File: src/rtl/gf180mcu_fd_sc_mcu9t5v0__latrf_param.sv
// Latch-based register file with DEPTH entries of WIDTH bits.
// It has one flopped write stage, per-row low-phase write enables,
// bit-masked asynchronously cleared latch storage, and a combinational
// or registered read port.
module gf180mcu_fd_sc_mcu9t5v0__latrf_param #(
    parameter int unsigned WIDTH  = 8,
    parameter int unsigned DEPTH  = 4,
    parameter int unsigned AW     = $clog2(DEPTH),
    parameter int unsigned RD_REG = 0
) (
    input  logic             CLK,
    input  logic             RN,
    input  logic             WE,
    input  logic [AW-1:0]    WA,
    input  logic [WIDTH-1:0] WD,
    input  logic [WIDTH-1:0] WM,
    input  logic [AW-1:0]    RA,
    output logic [WIDTH-1:0] RD,
    output logic             WERR
);

    localparam logic [AW:0] DEPTH_W = (AW + 1)'(DEPTH);

    logic                        wa_ok;
    logic                        we_q;
    logic [AW-1:0]               wa_q;
    logic [WIDTH-1:0]            wd_q;
    logic [WIDTH-1:0]            wm_q;
    logic                        werr_q;
    logic [DEPTH-1:0]            row_en;
    logic [DEPTH-1:0][WIDTH-1:0] row_data;
    logic [WIDTH-1:0]            rd_comb;

    assign wa_ok = ({1'b0, WA} < DEPTH_W);

    // Write stage: capture the request on the rising edge. Out-of-range requests are dropped here.
    always_ff @(posedge CLK or negedge RN) begin
        if (!RN) begin
            we_q <= 1'b0;
            wa_q <= '0;
            wd_q <= '0;
            wm_q <= '0;
        end else begin
            we_q <= WE & wa_ok;
            wa_q <= WA;
            wd_q <= WD;
            wm_q <= WM;
        end
    end

    // Sticky error flag. It is set by any write request aimed past the last entry.
    always_ff @(posedge CLK or negedge RN) begin
        if (!RN) begin
            werr_q <= 1'b0;
        end else if (WE && !wa_ok) begin
            werr_q <= 1'b1;
        end
    end

    assign WERR = werr_q;

    // Row enables: flopped decode gated by the low clock phase only, so they are glitch-free.
    always_comb begin
        row_en = '0;
        for (int unsigned r = 0; r < DEPTH; r++) begin
            row_en[r] = ~CLK & we_q & (wa_q == AW'(r));
        end
    end

    // Each storage bit is a separate latch, which keeps every bit to a single driver.
    for (genvar r = 0; r < DEPTH; r++) begin : g_row
        for (genvar b = 0; b < WIDTH; b++) begin : g_bit
            logic bit_q;

            // Level-sensitive storage bit. Reset clears it and dominates any open enable.
            always_latch begin
                if (!RN) begin
                    bit_q <= 1'b0;
                end else if (row_en[r] && wm_q[b]) begin
                    bit_q <= wd_q[b];
                end
            end

            assign row_data[r][b] = bit_q;
        end
    end

    // Read mux. Addresses past the last entry read as zero.
    always_comb begin
        rd_comb = '0;
        for (int unsigned r = 0; r < DEPTH; r++) begin
            if (RA == AW'(r)) begin
                rd_comb = row_data[r];
            end
        end
    end

    if (RD_REG != 0) begin : g_rd_reg
        logic [WIDTH-1:0] rd_q;

        // Registered read port: one cycle of latency, cleared by reset.
        always_ff @(posedge CLK or negedge RN) begin
            if (!RN) begin
                rd_q <= '0;
            end else begin
                rd_q <= rd_comb;
            end
        end

        assign RD = rd_q;
    end else begin : g_rd_comb
        assign RD = rd_comb;
    end

endmodule

File: config.mk
export PLATFORM = sky130hd
export DESIGN_NAME = gf180mcu_fd_sc_mcu9t5v0__latrf_param
export DESIGN_NICKNAME = d
export VERILOG_FILES = /design/src/rtl/gf180mcu_fd_sc_mcu9t5v0__latrf_param.sv
export SDC_FILE = /design/constraint.sdc
export NUM_CORES = 1
export LEC_CHECK = 0
export BUFFER_PORTS_ARGS = -buffer_cell sky130_fd_sc_hd__clkbuf_2
export CELL_PAD_IN_SITES_DETAIL_PLACEMENT = 1
export CELL_PAD_IN_SITES_GLOBAL_PLACEMENT = 1
export CORE_MARGIN = 4
export CORE_UTILIZATION = 41
export DETAILED_ROUTE_END_ITERATION = 10
export PLACE_DENSITY = 0.88
export RECOVER_POWER = 100
export SYNTH_ARGS = -nofsm -noshare
export SYNTH_HDL_FRONTEND = slang
export SYNTH_SLANG_ARGS = --single-unit
export TNS_END_PERCENT = 20
File: constraint.sdc
create_clock -name CLK -period 1.25 [get_ports CLK]
set_input_delay 0.25 -clock CLK [delete_from_list [all_inputs] [get_ports CLK]]
set_output_delay 0.25 -clock CLK [all_outputs]
set_load 0.01 [all_outputs]
# Yosys cells after proc, flatten, opt, wreduce, memory -nomap -nowiden
# Cells that the tools add are included.
# Widths: inputs -> output; s select.
op_classes:
  reduce_logical: 34
  muxes: 132
  bitwise: 6
  n_eq_ne: 6
op_table:
  columns: ["operator", "n"]
  rows:
  - ["$mux 1", 128]
  - ["$logic_and 1x1->1", 32]
  - ["$mux 8", 4]
  - ["$eq 2x2->1 const B", 4]
  - ["$and 1x1->1", 5]
  - ["$eq 2x1->1 const B", 2]
  - ["$logic_not 2->1", 2]
  - ["$not 1->1", 1]
word_totals:
  word_cells: 214
  output_inout_bits: 9
  inputBits: 23
  register_bits: 19
  latchBits: 32

# Longest topological paths before layout
# Gate-level depths: netlist (run 1).
depth:
  word_depth: 6
  mapped_depth: 3
  depth_no_buf: 2

==> results of run 1 <==
-- stage by stage --
step	instance area [sq um]	total power, uW
floorplan	1505	1125
global placement	1744	1219
detailed placement	1744	1232
CTS	2436	3713
global route	2424	3870
finish	2424	3643
-- final timing paths --
check	start	endpoint	slack (ns)	cells after the start
worst max-delay path	g_row[3].g_bit[7].bit_q$_DLATCH_P_	RD[7]	-1.73	2
worst min-delay path	RN	wd_q[0]$_DFF_PN0_	0.29	3
worst max register to register	wd_q[1]$_DFF_PN0_	g_row[0].g_bit[1].bit_q$_DLATCH_P_	0.23	1
worst min register to register	wd_q[7]$_DFF_PN0_	g_row[3].g_bit[7].bit_q$_DLATCH_P_	0.37	1
max in group gated	wm_q[2]$_DFF_PN0_	clock gate	-0.11	0
max in group asynchronous	RN	wd_q[6]$_DFF_PN0_	0.28	4
min in group CLK	WM[0]	wm_q[0]$_DFF_PN0_	0.30	2
min in group gated	wm_q[3]$_DFF_PN0_	clock gate	1.92	0
-- logic make-up after synthesis --
group           after synthesis  synth area share (%)
mux                           8                 11.97
simple gates                 20                 8.562
latches                      32                 31.92
other cells                   1                0.2491
compound gates               32                 12.64
flops                        19                 31.59
buf+inv                       8                 3.075
-- cells in the final DEF, fill, tap and decap left out, types with 2 or more instances in the layout --
cell type and count:
buf_6 3, clkinv_1 8, o21ai_0 24, dfrtp_1 19, nand2b_1 8, clkbuf_2 27, clkbuf_8 33, o21ai_2 8
nand3b_1 2, dlxtp_1 32, and2_1 8, mux4_2 8, dlygate4sd3_1 20, clkbuf_1 5
-- final cells by class --
type | count | share of cell area (%)
Timing Repair Buffer | 57 | 17.14
Clock inverter | 9 | 1.549
Clock buffer | 33 | 18.74
Sequential cell | 51 | 39.44
Multi-Input combinational cell | 61 | 20.75
Tap cell | 46 | 2.375
-- worst max-delay path: cells and delay by family (launching register included) --
kind	cells	cell delay [ns]
mux	1	0.52
latches	1	0.36
buf+inv	1	0.15
-- timing repair --
| item | 4_1_cts | 5_1_grt |
|---|---|---|
| setup endpoints to repair | 16 | 16 |
| resized for setup | 0 | 7 |
| hold buffers | 20 | 0 |
| endpoints found under the hold margin | 50 | 0 |
| cloned | 0 | 0 |
-- power groups by stage --
stage	logic (uW)	registers (uW)	clock network, uW
after floorplan	100	767	258
after detailed placement	199	774	258
after global placement	191	770	259
final	267	772	2600
after global routing	286	775	2810
after CTS	265	769	2680
-- metal layers --
layer  track usage (%)  vias up  share of wire, %
met3             20.42       29               8.1
met4             34.99        0               4.4
li1                  -      588                 -
met2             45.17       97                51
met1             28.94      697                36
met5             3.750        -                 0
-- state kept, by name (all words and copies together), names as in the netlist --
signal / cells
we_q: 1
wa_q: 2
wm_q: 8
g_row.g_bit.bit_q: 32
wd_q: 8
==> reports/metrics.yaml, run 1 <==
run_status:
  status: "complete, but fails checks"
  violations: "negative setup slack"
layout:
  ff_latch_area_sq_um: 955.9
  fillers: 337
  drive_gt1_share_pct: 38.86
  fin_nets: 227
  areaGrowthSynthToFinish_pct: 61.01
  fin_cells: 257
  post-route-util_pct: 70.41
  n_antenna_cell: 0
  multi_input_area_sq_um: 503.0
cts:
  cts_tree: "done"
  post_cts_buffers: 0
  clk_pin_slew_ns: 0.46
  worstSkewPairLatency_ns: 0.78
power:
  seqPwrFrac_pct: 21.2
  leakage_uw: 0.001105
  p_comb_share_pct: 7.3
  power_density_nw_per_um2: 1503
  intPower_uw: 2530
  p_clk_share_pct: 71.5
  ir_drop_uv: 843.2
  switching_share_pct: 30.55
  power.switching_uw: 1113
global_routing:
  grt_max_degree: 26
  grt_overflow: 0
  track_usage_pct: 31.98
  antenna_found_initial: 0
  grt_pass1_wl_um: 9411
  grt_pass1_vias: 1852
timing:
  whs_ns: 0.2877
  setup_slack_ns: -1.727
  setup_viol: 16
  fin_skew_ns: 0.1961
  slew_viol_final: 0
  fin_tns_setup_ns: -12.85
  rsz0062_at_grt: "yes"
  worstMarginPinSlew_ns: 0.5663
  slew_headroom_pct: 62.25
  hold_viol_final: 0
die:
  start_util_pct: 43.73
  die-width_um: 68.59
  ioPinCount: 32
  core_sq_um: 3442
  dieArea_sq_um: 4705
  die_h_um: 68.59
  rows: 21
worst_setup_path:
  critPathMaxStageDelay_ns: 0.52
  slowest_stage: "mux4_2"
  crit_type: "latch2out"
  cp_max_fo: 1
  cp.required_ns: 1.00
  startpoint_type: "latch"
  worst_ep_arrival_time_ns: 2.73
  path_cells: "mux4_2 -> buf_6"
  cp-end-kind: "primary output"
logic_synthesis:
  ys_ff_latch: 51
  yosysMostFrequentCell: "dlxtp_1"
  yosys_warnings: 0
  synthArstFlopShare_pct: 37.25
  synth_edf_count: 0
  postSynthAreaPerCell_sq_um: 12.54
  yosysTopAreaCellShare_pct: 31.92
  ys_types: 15
  synth_flop_cell: "dlxtp_1"
  syn_nets: 143
  yosys.area.top_type: "dlxtp_1"
  syn-cell-area_sq_um: 1505
  synthTopCellsByArea: "dlxtp_1 32%, dfrtp_1 32%, mux4_2 12%"
  synth_commonest_cells: "32 x dlxtp_1, 24 x o21ai_0, 19 x dfrtp_1"
  netlist_instances: 120
min_path:
  hold_path.class: "in2async"
detailed_routing:
  drt-total-wl_um: 6111
  viasPerCell: 5.490
  dr.pass1.iters: 4
  drc: 0
  avgRoutedWirePerCell_um: 23.78
  ant_nets: 0
  vias: 1411
  drt_iter0_drc: 103
placed_design:
  io_buffer_count: 30
  dp_hpwl_um: 2338
  dp.cells: 195
  gp_congestion: 0.7804
  post-place-ws_ns: -0.5476
job:
  drv_cap: 0
Power figures use the tool's default switching activity.
==> run 2: changes to the inputs <==
Settings changed: ABC_AREA set to 1, CORE_UTILIZATION 41 to 40, CTS_CLUSTER_SIZE set to 16, PLACE_DENSITY 0.88 to 0.89, SLEW_MARGIN set to 40.
==> run 2 against run 1 <==
Compared with the run above:
- the flow finishes with violations (negative hold slack, negative setup slack)
- combinational power is 24% higher
- sequential cell count stayed put
- die area is 17% higher
- clock power is 36% lower
- critical path depth is 1 higher
- count of clock-buffer cells in the layout is 18 lower
- via count is 29% higher
- area after synthesis is 16% higher
- first-iteration DRC count is 95% higher
- setup slack better by 0.57 ns
- critical endpoint unchanged
- largest cell class unchanged
- largest power group unchanged
- highest routed layer unchanged
==> reports/metrics.yaml, run 2 <==
run_status:
  status: "complete, but fails checks"
  violations: "negative hold slack, negative setup slack"
logic_synthesis:
  postSynthAreaPerCell_sq_um: 8.885  # -29%
  netlist_instances: 197  # +64%
  yosys_warnings: 0  # unchanged
  ys_types: 14  # -1
  synthArstFlopShare_pct: 37.25  # unchanged
  synth_flop_cell: "dlxtp_1"
  ys_ff_latch: 51  # unchanged
  yosys.area.top_type: "dlxtp_1"
  syn-cell-area_sq_um: 1750  # +16%
  synthTopCellsByArea: "dlxtp_1 27%, dfrtp_1 27%, nand4_1 14%"
  synth_commonest_cells: "48 x nand2_1, 40 x nand4_1, 32 x dlxtp_1"
  yosysMostFrequentCell: "nand2_1"
  yosysTopAreaCellShare_pct: 27.45  # -4.5 points
  synth_edf_count: 0  # unchanged
  syn_nets: 220  # +54%
die:
  die-width_um: 74.15  # +8.1%
  start_util_pct: 42.54  # -1.2 points
  core_sq_um: 4115  # +20%
  rows: 23  # +9.5%
  dieArea_sq_um: 5498  # +17%
  die_h_um: 74.15  # +8.1%
  ioPinCount: 32  # unchanged
layout:
  final_common_cell: "nand2_1"
  drive_gt1_share_pct: 25.76  # -13 points
  regMostFlops: "g_row.g_bit.bit_q"
  n_antenna_cell: 0  # unchanged
  largest_register_ffs: 32  # unchanged
  reg_top3: "g_row.g_bit.bit_q: 32 flops, wd_q: 8 flops, wm_q: 8 flops"
  post-route-cell-area_sq_um: 2436  # +0.52%
  mostFrequentLayoutCells: "48 x nand2_1, 40 x nand4_1, 32 x dlxtp_1"
  areaGrowthSynthToFinish_pct: 39.17
  fin_nets: 285  # +26%
worst_setup_path:
  critPathMaxStageDelay_ns: 0.34  # -0.18 ns
  cp-end-kind: "primary output"
  ff2ff_setup_slack_ns: 0.18  # -0.05 ns
  slowest_stage: "dlxtp_1"
  regToRegEndpoint: "g_row[2].g_bit[4].bit_q$_DLATCH_P_"
  crit_type: "latch2out"
  crit_buf_inv: 1  # unchanged
  timing.rr.start: "wd_q[4]$_DFF_PN0_"
  worst_r2r_path_depth: 2  # +1
  crit_family: "latches"
  cp.required_ns: 1.00  # about the same
  worst_ep_arrival_time_ns: 2.16  # -0.57 ns
  cp_max_fo: 1  # unchanged
  startpoint_type: "latch"
  path_cells: "nand3_1 -> nand4_1 -> buf_2"
global_routing:
  track_usage_pct: 26.66  # -5.3 points
  grt_pass1_wl_um: 10520  # +12%
  grt_pass1_vias: 2208  # +19%
  grt_max_degree: 29  # +12%
  grt_overflow: 0  # unchanged
  antenna_found_initial: 0  # unchanged
power:
  ir_drop_uv: 1163  # +38%
  leakage_uw: 0.001210  # +9.5%
  power_density_nw_per_um2: 1141  # -24%
placed_design:
  io_buffer_count: 30  # unchanged
  gp_congestion: 0.8095  # +3.7%
  dp_hpwl_um: 2925  # +25%
  placed_area_sq_um: 1947  # +12%
timing:
  slew_viol_final: 0  # unchanged
  setup_slack_ns: -1.157  # +0.5708 ns
  whs_ns: -0.8332  # -1.121 ns
  fin_skew_ns: 0.08972  # -0.1064 ns
  setup_viol: 73  # +57
  hold_viol_final: 52  # +52
  rsz0062_at_grt: "yes"
  fin_tns_setup_ns: -12.65  # +0.1951 ns
cts:
  cts_tree: "done"
  post_cts_buffers: 0  # unchanged
  ctsHoldBuffers: 23  # +15%
  worstSkewPairLatency_ns: 0.77  # about the same
  clk_pin_slew_ns: 0.09  # -0.37 ns
detailed_routing:
  drt-total-wl_um: 6651  # +8.8%
  vias: 1818  # +29%
  drc: 0  # unchanged
  avgRoutedWirePerCell_um: 21.18  # -11%
  drt_iter0_drc: 201  # +95%
  viasPerCell: 5.790  # +5.5%
  ant_nets: 0  # unchanged
  dr.pass1.iters: 4  # unchanged
min_path:
  hold_start: "RN"
  hold_path.class: "in2gate"
  holdPathStages: 2
job:
  drv_cap: 0  # unchanged
==> run 2: changes by cell type after synthesis, moves of 9 or more <==
cell     change
nand2_1     +48
nand4_1     +40
o21ai_0     -24
nand3_1     +23
buf_6       +10
inv_1        +9
==> run 2: area by class of cell <==
cell class / count / area, sq um
clock buffer: 15 / 196.4
clock inverter: 3 / 40.04
fill: 474 / 1679
inverter: 13 / 58.81
multi-input combinational: 115 / 576.8
sequential: 51 / 958.4
tap: 50 / 62.56
timing repair buffer: 66 / 536.8
timing repair inverter: 1 / 6.256
==> run 2: layer usage <==
metal	wire [um]	track usage (%)	part of all wire, %
met5	0	0	0
met3	505	14.05	7.6
met2	3202	39.27	48
met1	2684	27.20	40
met4	259	24.14	3.9
==> run 2: worst register-to-register path, stage by stage (launching register included) <==
cell and delay [ns]:
dfrtp_1 0.39, nand2_1 0.08, inv_1 0.07
==> run 2: repair_timing <==
action | CTS | global route
gates resized for setup | 3 | 15
pin swaps | 8 | 9
hold endpoints to repair | 97 | 64
setup endpoints to repair | 73 | 74
gates cloned | 1 | 0
==> run 2: how the worst max path moves through the flow <==
stage	startpoint	endpoint	slack [ns]	depth (start not counted)
2_1_floorplan	g_row[2].g_bit[0].bit_q$_DLATCH_P_	RD[0]	-0.11	2
3_3_place_gp	g_row[3].g_bit[1].bit_q$_DLATCH_P_	RD[1]	-0.31	3
3_5_place_dp	g_row[3].g_bit[2].bit_q$_DLATCH_P_	RD[2]	-0.36	3
4_1_cts	g_row[2].g_bit[1].bit_q$_DLATCH_P_	RD[1]	-1.11	3
5_1_grt	g_row[0].g_bit[2].bit_q$_DLATCH_P_	RD[2]	-1.25	3
6_report	g_row[2].g_bit[7].bit_q$_DLATCH_P_	RD[7]	-1.16	3
==> run 2: metrics by stage <==
stage / std cells / total power (uW) / util [%] / worst slack (ns) / hold slack (ns)
final: 314 / 2779 / 59.20 / -1.157 / -0.8332
after global routing: 314 / 2916 / 59.20 / -1.247 / -0.8330
after CTS: 314 / 2704 / 58.83 / -1.113 / -0.8383
after detailed placement: 272 / 1237 / 47.31 / -0.3615 / -0.1144
after global placement: 272 / 1223 / 47.31 / -0.3114 / -0.1170
after floorplan: 197 / 1242 / - / -0.1102 / -0.2357
==> run 2: report_power, final <==
part	leakage, uW	total, uW	switching [uW]	internal, uW
clock	0.000260	1660	646	1010
combinational	0.000488	330	182	148
sequential	0.000462	790	46.3	743
==> run 2: cell families after synthesis <==
family / synth area share (%)
latches: 27.45
flops: 27.16
simple gates: 32.74
buf+inv: 12.44
other cells: 0.2142
